--- src/rtl/mi_pipeline_pkg.sv ---
// Shared widths, FSM states and force saturation
// for the mass/link simulation pipeline.
package mi_pipeline_pkg;

  localparam int SIZE       = 27;
  localparam int ADDR_WIDTH = 4;
  localparam int LINK_WIDTH = 4;
  localparam int K_WIDTH    = 18;
  localparam int FRAC       = 16;

  typedef enum logic [1:0] {
    IDLE,
    RUN,
    DRAIN,
    FINISH
  } state_t;

  // clamp v to the signed range of a w-bit word
  function automatic logic signed [63:0] sat_force(
    input logic signed [63:0] v,
    input int                 w
  );
    logic signed [63:0] hi;
    logic signed [63:0] lo;
    hi = (64'sd1 <<< (w - 1)) - 64'sd1;
    lo = -(64'sd1 <<< (w - 1));
    if (v > hi)
      return hi;
    else if (v < lo)
      return lo;
    else
      return v;
  endfunction

endpackage

--- src/rtl/link_force_sequencer_if.sv ---
// Force record stream from the link sequencer
// to the force-accumulation stage.
interface link_force_sequencer_if #(
  parameter int SIZE       = mi_pipeline_pkg::SIZE,
  parameter int ADDR_WIDTH = mi_pipeline_pkg::ADDR_WIDTH
);

  logic                         out_valid;
  logic                         out_ready;
  logic        [ADDR_WIDTH-1:0] out_mass_a;
  logic        [ADDR_WIDTH-1:0] out_mass_b;
  logic signed [SIZE-1:0]       out_force;

  modport master (
    output out_valid,
    output out_mass_a,
    output out_mass_b,
    output out_force,
    input  out_ready
  );

  modport slave (
    input  out_valid,
    input  out_mass_a,
    input  out_mass_b,
    input  out_force,
    output out_ready
  );

endinterface

--- src/rtl/link_force_sequencer_table.sv ---
// Link table: register array, one sync write port,
// one async read port, cleared on reset.
module link_table #(
  parameter int LINK_WIDTH = 4,
  parameter int ADDR_WIDTH = 4,
  parameter int K_WIDTH    = 18
) (
  input  logic                      clk,
  input  logic                      rst_n,
  input  logic                      we,
  input  logic [LINK_WIDTH-1:0]     waddr,
  input  logic [ADDR_WIDTH-1:0]     wmass_a,
  input  logic [ADDR_WIDTH-1:0]     wmass_b,
  input  logic signed [K_WIDTH-1:0] wk,
  input  logic [LINK_WIDTH-1:0]     raddr,
  output logic [ADDR_WIDTH-1:0]     rmass_a,
  output logic [ADDR_WIDTH-1:0]     rmass_b,
  output logic signed [K_WIDTH-1:0] rk
);

  localparam int DEPTH = 1 << LINK_WIDTH;

  logic        [ADDR_WIDTH-1:0] a_mem [DEPTH];
  logic        [ADDR_WIDTH-1:0] b_mem [DEPTH];
  logic signed [K_WIDTH-1:0]    k_mem [DEPTH];

  always_ff @(posedge clk or negedge rst_n) begin
    if (!rst_n) begin
      for (int i = 0; i < DEPTH; i++) begin
        a_mem[i] <= '0;
        b_mem[i] <= '0;
        k_mem[i] <= '0;
      end
    end else if (we) begin
      a_mem[waddr] <= wmass_a;
      b_mem[waddr] <= wmass_b;
      k_mem[waddr] <= wk;
    end
  end

  assign rmass_a = a_mem[raddr];
  assign rmass_b = b_mem[raddr];
  assign rk      = k_mem[raddr];

endmodule

--- src/rtl/link_force_sequencer.sv ---
// Walks the link table once per tick, reads both
// endpoint positions and streams saturated spring forces.
module link_force_sequencer #(
  parameter int SIZE       = mi_pipeline_pkg::SIZE,
  parameter int ADDR_WIDTH = mi_pipeline_pkg::ADDR_WIDTH,
  parameter int LINK_WIDTH = mi_pipeline_pkg::LINK_WIDTH,
  parameter int K_WIDTH    = mi_pipeline_pkg::K_WIDTH,
  parameter int FRAC       = mi_pipeline_pkg::FRAC
) (
  input  logic                      clk,
  input  logic                      rst_n,
  input  logic                      start,
  input  logic [LINK_WIDTH:0]       n_links,
  input  logic                      cfg_we,
  input  logic [LINK_WIDTH-1:0]     cfg_addr,
  input  logic [ADDR_WIDTH-1:0]     cfg_mass_a,
  input  logic [ADDR_WIDTH-1:0]     cfg_mass_b,
  input  logic signed [K_WIDTH-1:0] cfg_k,
  output logic [ADDR_WIDTH-1:0]     r_addr_q1,
  output logic [ADDR_WIDTH-1:0]     r_addr_q2,
  input  logic signed [SIZE-1:0]    q1,
  input  logic signed [SIZE-1:0]    q2,
  link_force_sequencer_if.master    rec,
  output logic                      busy,
  output logic                      done
);

  import mi_pipeline_pkg::*;

  localparam int PW = SIZE + K_WIDTH + 1;

  state_t state;
  state_t state_d;

  logic [LINK_WIDTH-1:0] idx;
  logic [LINK_WIDTH:0]   n_lat;
  logic                  last;
  logic                  run;
  logic                  stall;

  logic        [ADDR_WIDTH-1:0] t_a;
  logic        [ADDR_WIDTH-1:0] t_b;
  logic signed [K_WIDTH-1:0]    t_k;

  logic                         s1_valid;
  logic signed [SIZE:0]         s1_diff;
  logic signed [K_WIDTH-1:0]    s1_k;
  logic        [ADDR_WIDTH-1:0] s1_a;
  logic        [ADDR_WIDTH-1:0] s1_b;

  logic signed [SIZE:0]      diff_d;
  logic signed [PW-1:0]      prod;
  logic signed [PW-1:0]      shifted;
  logic signed [SIZE-1:0]    force_d;

  assign run   = (state == RUN);
  assign busy  = (state == RUN) || (state == DRAIN);
  assign done  = (state == FINISH);
  assign stall = rec.out_valid & ~rec.out_ready;
  assign last  = ({1'b0, idx} == (n_lat - 1'b1));

  link_table #(
    .LINK_WIDTH (LINK_WIDTH),
    .ADDR_WIDTH (ADDR_WIDTH),
    .K_WIDTH    (K_WIDTH)
  ) u_table (
    .clk     (clk),
    .rst_n   (rst_n),
    .we      (cfg_we & ~busy),
    .waddr   (cfg_addr),
    .wmass_a (cfg_mass_a),
    .wmass_b (cfg_mass_b),
    .wk      (cfg_k),
    .raddr   (idx),
    .rmass_a (t_a),
    .rmass_b (t_b),
    .rk      (t_k)
  );

  assign r_addr_q1 = run ? t_a : '0;
  assign r_addr_q2 = run ? t_b : '0;

  always_comb begin
    state_d = state;
    unique case (state)
      IDLE:
        if (start)
          state_d = (n_links == '0) ? FINISH : RUN;
      RUN:
        if (!stall && last)
          state_d = DRAIN;
      DRAIN:
        if (rec.out_valid && rec.out_ready && !s1_valid)
          state_d = FINISH;
      FINISH:
        state_d = IDLE;
      default:
        state_d = IDLE;
    endcase
  end

  always_ff @(posedge clk or negedge rst_n) begin
    if (!rst_n)
      state <= IDLE;
    else
      state <= state_d;
  end

  // counter only steps on cycles where the pipe advances
  always_ff @(posedge clk or negedge rst_n) begin
    if (!rst_n) begin
      idx   <= '0;
      n_lat <= '0;
    end else if (state == IDLE && start) begin
      idx   <= '0;
      n_lat <= n_links;
    end else if (run && !stall && !last) begin
      idx <= idx + 1'b1;
    end
  end

  assign diff_d = {q2[SIZE-1], q2} - {q1[SIZE-1], q1};

  always_ff @(posedge clk or negedge rst_n) begin
    if (!rst_n) begin
      s1_valid <= 1'b0;
      s1_diff  <= '0;
      s1_k     <= '0;
      s1_a     <= '0;
      s1_b     <= '0;
    end else if (!stall) begin
      s1_valid <= run;
      if (run) begin
        s1_diff <= diff_d;
        s1_k    <= t_k;
        s1_a    <= t_a;
        s1_b    <= t_b;
      end
    end
  end

  assign prod    = PW'(s1_diff) * PW'(s1_k);
  assign shifted = prod >>> FRAC;
  assign force_d = SIZE'(sat_force(64'(shifted), SIZE));

  always_ff @(posedge clk or negedge rst_n) begin
    if (!rst_n) begin
      rec.out_valid  <= 1'b0;
      rec.out_mass_a <= '0;
      rec.out_mass_b <= '0;
      rec.out_force  <= '0;
    end else if (!stall) begin
      rec.out_valid <= s1_valid;
      if (s1_valid) begin
        rec.out_mass_a <= s1_a;
        rec.out_mass_b <= s1_b;
        rec.out_force  <= force_d;
      end
    end
  end

endmodule

--- src/flat_wrapper.sv ---
// flat-port wrapper written by rule: the top's interface ports become plain ports
module link_force_sequencer_flat import mi_pipeline_pkg::*;
#(
  parameter int SIZE       = mi_pipeline_pkg::SIZE,
  parameter int ADDR_WIDTH = mi_pipeline_pkg::ADDR_WIDTH,
  parameter int LINK_WIDTH = mi_pipeline_pkg::LINK_WIDTH,
  parameter int K_WIDTH    = mi_pipeline_pkg::K_WIDTH,
  parameter int FRAC       = mi_pipeline_pkg::FRAC
)
  (clk, rst_n, start, n_links, cfg_we, cfg_addr, cfg_mass_a, cfg_mass_b, cfg_k, r_addr_q1, r_addr_q2, q1, q2, busy, done, rec_out_valid, rec_out_mass_a, rec_out_mass_b, rec_out_force, rec_out_ready);
  link_force_sequencer_if #(.SIZE(SIZE), .ADDR_WIDTH(ADDR_WIDTH)) rec_i ();
  input  logic clk;
  input  logic rst_n;
  input  logic start;
  input  logic [LINK_WIDTH:0] n_links;
  input  logic cfg_we;
  input  logic [LINK_WIDTH-1:0] cfg_addr;
  input  logic [ADDR_WIDTH-1:0] cfg_mass_a;
  input  logic [ADDR_WIDTH-1:0] cfg_mass_b;
  input  logic signed [K_WIDTH-1:0] cfg_k;
  output logic [ADDR_WIDTH-1:0] r_addr_q1;
  output logic [ADDR_WIDTH-1:0] r_addr_q2;
  input  logic signed [SIZE-1:0] q1;
  input  logic signed [SIZE-1:0] q2;
  output logic busy;
  output logic done;
  output wire logic [$bits(rec_i.out_valid)-1:0] rec_out_valid;
  output wire logic [$bits(rec_i.out_mass_a)-1:0] rec_out_mass_a;
  output wire logic [$bits(rec_i.out_mass_b)-1:0] rec_out_mass_b;
  output wire logic [$bits(rec_i.out_force)-1:0] rec_out_force;
  input wire logic [$bits(rec_i.out_ready)-1:0] rec_out_ready;
  assign rec_out_valid = rec_i.out_valid;
  assign rec_out_mass_a = rec_i.out_mass_a;
  assign rec_out_mass_b = rec_i.out_mass_b;
  assign rec_out_force = rec_i.out_force;
  assign rec_i.out_ready = rec_out_ready;
  link_force_sequencer #(.SIZE(SIZE), .ADDR_WIDTH(ADDR_WIDTH), .LINK_WIDTH(LINK_WIDTH), .K_WIDTH(K_WIDTH), .FRAC(FRAC)) u_core (.clk(clk), .rst_n(rst_n), .start(start), .n_links(n_links), .cfg_we(cfg_we), .cfg_addr(cfg_addr), .cfg_mass_a(cfg_mass_a), .cfg_mass_b(cfg_mass_b), .cfg_k(cfg_k), .r_addr_q1(r_addr_q1), .r_addr_q2(r_addr_q2), .q1(q1), .q2(q2), .rec(rec_i), .busy(busy), .done(done));
endmodule
--- config.mk ---
export PLATFORM = sky130hd
export DESIGN_NAME = link_force_sequencer_flat
export DESIGN_NICKNAME = d
export VERILOG_FILES = /design/src/rtl/mi_pipeline_pkg.sv /design/src/rtl/link_force_sequencer_if.sv /design/src/rtl/link_force_sequencer_table.sv /design/src/rtl/link_force_sequencer.sv /design/src/flat_wrapper.sv
export SDC_FILE = /design/constraint.sdc
export NUM_CORES = 2
export LEC_CHECK = 0
export CAP_MARGIN = 20
export CORE_AREA = 4 4 268 270
export CTS_CLUSTER_DIAMETER = 100
export DETAILED_ROUTE_END_ITERATION = 12
export DIE_AREA = 0 0 272 274
export PLACE_DENSITY = 0.78
export SYNTH_ARGS = -nofsm -noshare
export SYNTH_HDL_FRONTEND = slang
export SYNTH_SLANG_ARGS = --single-unit
--- constraint.sdc ---
create_clock -name clk -period 7.41 [get_ports clk]
set_input_delay 0.741 -clock clk [delete_from_list [all_inputs] [get_ports clk]]
set_output_delay 0.741 -clock clk [all_outputs]
set_load 0.02 [all_outputs]
==> results.md <==
- Status: complete, no violations
- Origin of the worst setup path: u_core.s1_diff[20]
- CP Class: reg2reg
- Met3 Resource Use GR: 5.277%
- Setup crit end kind: flip-flop
- Global placement routability congestion: 0.9043
- Nets: 4399
- FF-to-FF Start: u_core.s1_diff[20]
- DRT iter0 DRCs: 1806
- Buffers plus inverters on the worst setup path: 3
- Share of cells above drive strength 1: 20.97%
- Synth Instances: 3628
- Setup WS pre-CTS: 0.2183 ns
- Core Footprint: 0.06954 mm^2
- CTS tree: yes
- Clock Tree Root: clkbuf_16
- Multi-input gate area: 0.02538 mm^2
- CTS sink cnt: 518
- Required time of the critical path: 7.95 ns
- Worst hold slack: 0.2122 ns
- # setup viols final: 0
- Largest stage delay, worst path: 0.81 ns
- Worst Clk Skew: 0.03004 ns
- Number of synthesized register bits: 518
- Seq/Total Area, Yosys: 31.32%
- Reg area: 0.01299 mm^2
- Worst-case clock buffer depth: 3
- Crit-path cells: nand2_1 -> fa_1 -> fa_1 -> fa_1 -> inv_1 -> fa_1 -> fa_1 -> inv_1 -> fa_1 -> inv_1 -> ha_1 -> nand3_1 -> nor2_1 -> nand4_1 -> a21oi_1 -> a21boi_0 -> o21ai_0 -> mux2i_1 -> o21bai_1 -> and3_1 -> a221o_1
- Crit-path most repeated cell: fa_1
- Largest net degree at the start of global routing: 149
- Placed cells: 4555
- Num CTS Buffers: 56
- Cells on worst reg2reg path: 21
- Avg Inst Size Synth: 11.41 um^2
- WL per Instance: 21.42 um
- Worst r2r dst: u_core.rec.out_force[23]
- Port bufs: 139
- Tmin final: 7.096 ns
- CP max-delay cell: dfrtp_1
- Async set or reset register ratio after synthesis: 100.0%
- WP depth: 21
- Die width: 272 um
- GRT busiest layer: met2
- Initial core utilization: 59.52%
- Final hold vios: 0
- Most common cell after layout, fill and taps aside: inv_1
- Period utilisation layout: 95.77%
- # Max-Cap Violations: 0
- Vias: 27110
- Met1 Usage GRT: 36.12%
- Timing-limited maximum frequency: 0.1409 GHz
- Worst setup margin: 0.3137 ns
- Initial antenna violation count: 4
- Hpwl dp: 70490 um
- Worst skew pair latency: 0.63 ns
- CP arrival: 7.63 ns
- H-tree depth reported by CTS: 2
- Synth Warn #: 0
- Synthesized Nets: 4353
- Total gr overflow: 0
- Slew HR: 27.49%
- Fill count: 5051
- Main synth FF type: dfrtp_1
- Synth unique cells: 67
- Routed WL: 99870 um
- Critical Path End: u_core.rec.out_force[23]
- Mapped cell area: 0.04139 mm^2
- Synth area leader: dfrtp_1
- Total I/O pin count: 140
- Number of global-route vias before repair: 29250
- Die Y: 274 um
- Synth area leaders: dfrtp_1 31%, fa_1 24%, mux2_2 12%
- Commonest non-fill, non-tap cells in the layout: 601 x inv_1, 502 x dfrtp_1, 489 x fa_1
- GR Util met2: 46.01%
- First-pass GRT wire length: 160900 um
- Area grow syn2layout: 10.37%
- Worst slew pin tran: 1.088 ns
- Setup bufs post-CTS: 0
- EDFF count, synth: 0
- DRC viols: 0
- Post-route ant nets: 0
- Startpoint types: flip-flop
- Reg clk slew, reported paths: 0.06 ns
- Top cell type's share of synthesized area: 31.32%
- Slew Viols, Final: 0
- Mean number of vias per cell: 5.816
- Total track usage: 27.66%
- Cell family with most CP delay: adder cells
- Placement Rows: 97
- Finished Layout Cells: 4662
- Critical Path Fanout Max: 19
- First drt pass iteration count: 5
- Reg-to-reg setup timing slack: 0.31 ns
- Hold Path Class: in2async
- Die area: 0.07453 mm^2
worst reg2reg max path, delay by kind of cell (launching register included):
kind | cells | cell delay (ns)
adder cells (fa/ha/maj) | 7 | 3.44
buffers and inverters | 3 | 0.17
multiplexers | 1 | 0.16
AO/OA/AOI/OAI | 5 | 1.40
AND/OR/NAND/NOR | 5 | 1.06
flip-flops | 1 | 0.81
cells by family after synthesis:
group | after synthesis | share of synthesized area [%]
compound gates | 223 | 3.585
buf+inv | 823 | 7.497
xor+xnor | 62 | 1.312
fa+ha+maj | 631 | 27.94
mux | 582 | 19.36
simple gates | 789 | 8.990
flops | 518 | 31.32
timing repair:
action	4_1_cts	5_1_grt
setup endpoints to repair	0	26
resized for setup	0	15
hold buffers	0	0
synthesized netlist by cell type, types with 10 or more instances:
library cell / n
clkbuf_1: 199
a211oi_1: 12
fa_1: 489
nor2_1: 66
a31oi_1: 10
inv_1: 601
nor3_1: 24
a21oi_1: 53
a21o_1: 20
ha_1: 142
mux2_2: 448
nand4_1: 10
dfrtp_1: 518
xor2_1: 18
xnor2_1: 44
nand3_1: 38
nor2b_1: 11
mux4_2: 130
nand2b_1: 15
o21ai_0: 51
nand2_1: 398
and2_1: 202
buf_1: 17
o21a_1: 11
area by class of cell:
class	instances	area share, %
clock inverters	26	0.6491
well taps	940	2.575
multi-input cells	2287	55.56
clock buffers	77	3.506
inverters	601	4.938
repair buffers	210	4.327
diodes	3	0.01643
flip-flops and latches	518	28.43
flip-flops by register name (all words and copies together), names as in the netlist:
| signal | cells |
|---|---|
| u_core.s1_k | 18 |
| u_core.state | 2 |
| u_core.s1_valid | 1 |
| u_core.s1_b | 4 |
| u_core.rec.out_valid | 1 |
| u_core.rec.out_mass_a | 4 |
| u_core.n_lat | 5 |
| u_core.rec.out_force | 27 |
| u_core.u_table.k_mem | 288 |
| u_core.s1_a | 4 |
| u_core.u_table.a_mem | 64 |
| u_core.rec.out_mass_b | 4 |
| u_core.s1_diff | 28 |
| u_core.u_table.b_mem | 64 |
| u_core.idx | 4 |
per-layer routing:
metal | up-vias | routed length (um)
li1 | 11740 | -
met3 | 239 | 6963
met1 | 14200 | 39840
met4 | 2 | 4337
met2 | 933 | 48720
met5 | - | 12
worst min-delay path by stage:
stage	startpoint	end	slack, ns
2_1_floorplan	u_core.s1_a[0]	u_core.rec.out_mass_a[0]	0.43
3_3_place_gp	u_core.s1_a[1]	u_core.rec.out_mass_a[1]	0.45
3_5_place_dp	u_core.s1_b[3]	u_core.rec.out_mass_b[3]	0.45
4_1_cts	rst_n	u_core.u_table.k_mem[21]	0.23
5_1_grt	rst_n	u_core.u_table.k_mem[147]	0.28
6_report	rst_n	u_core.u_table.k_mem[147]	0.21
stage by stage:
step / utilization [%] / TNS, ns / area, um^2
6_report: 65.69 / 0 / 45680
5_1_grt: 65.69 / -0.02191 / 45680
4_1_cts: 65.63 / 0 / 45640
3_5_place_dp: 62.90 / 0 / 43740
3_3_place_gp: 62.87 / 0 / 43720
2_1_floorplan: - / 0 / 41390
Power is not shown: default switching activity piles up to over one toggle a cycle in this logic, so the estimate is an artifact.
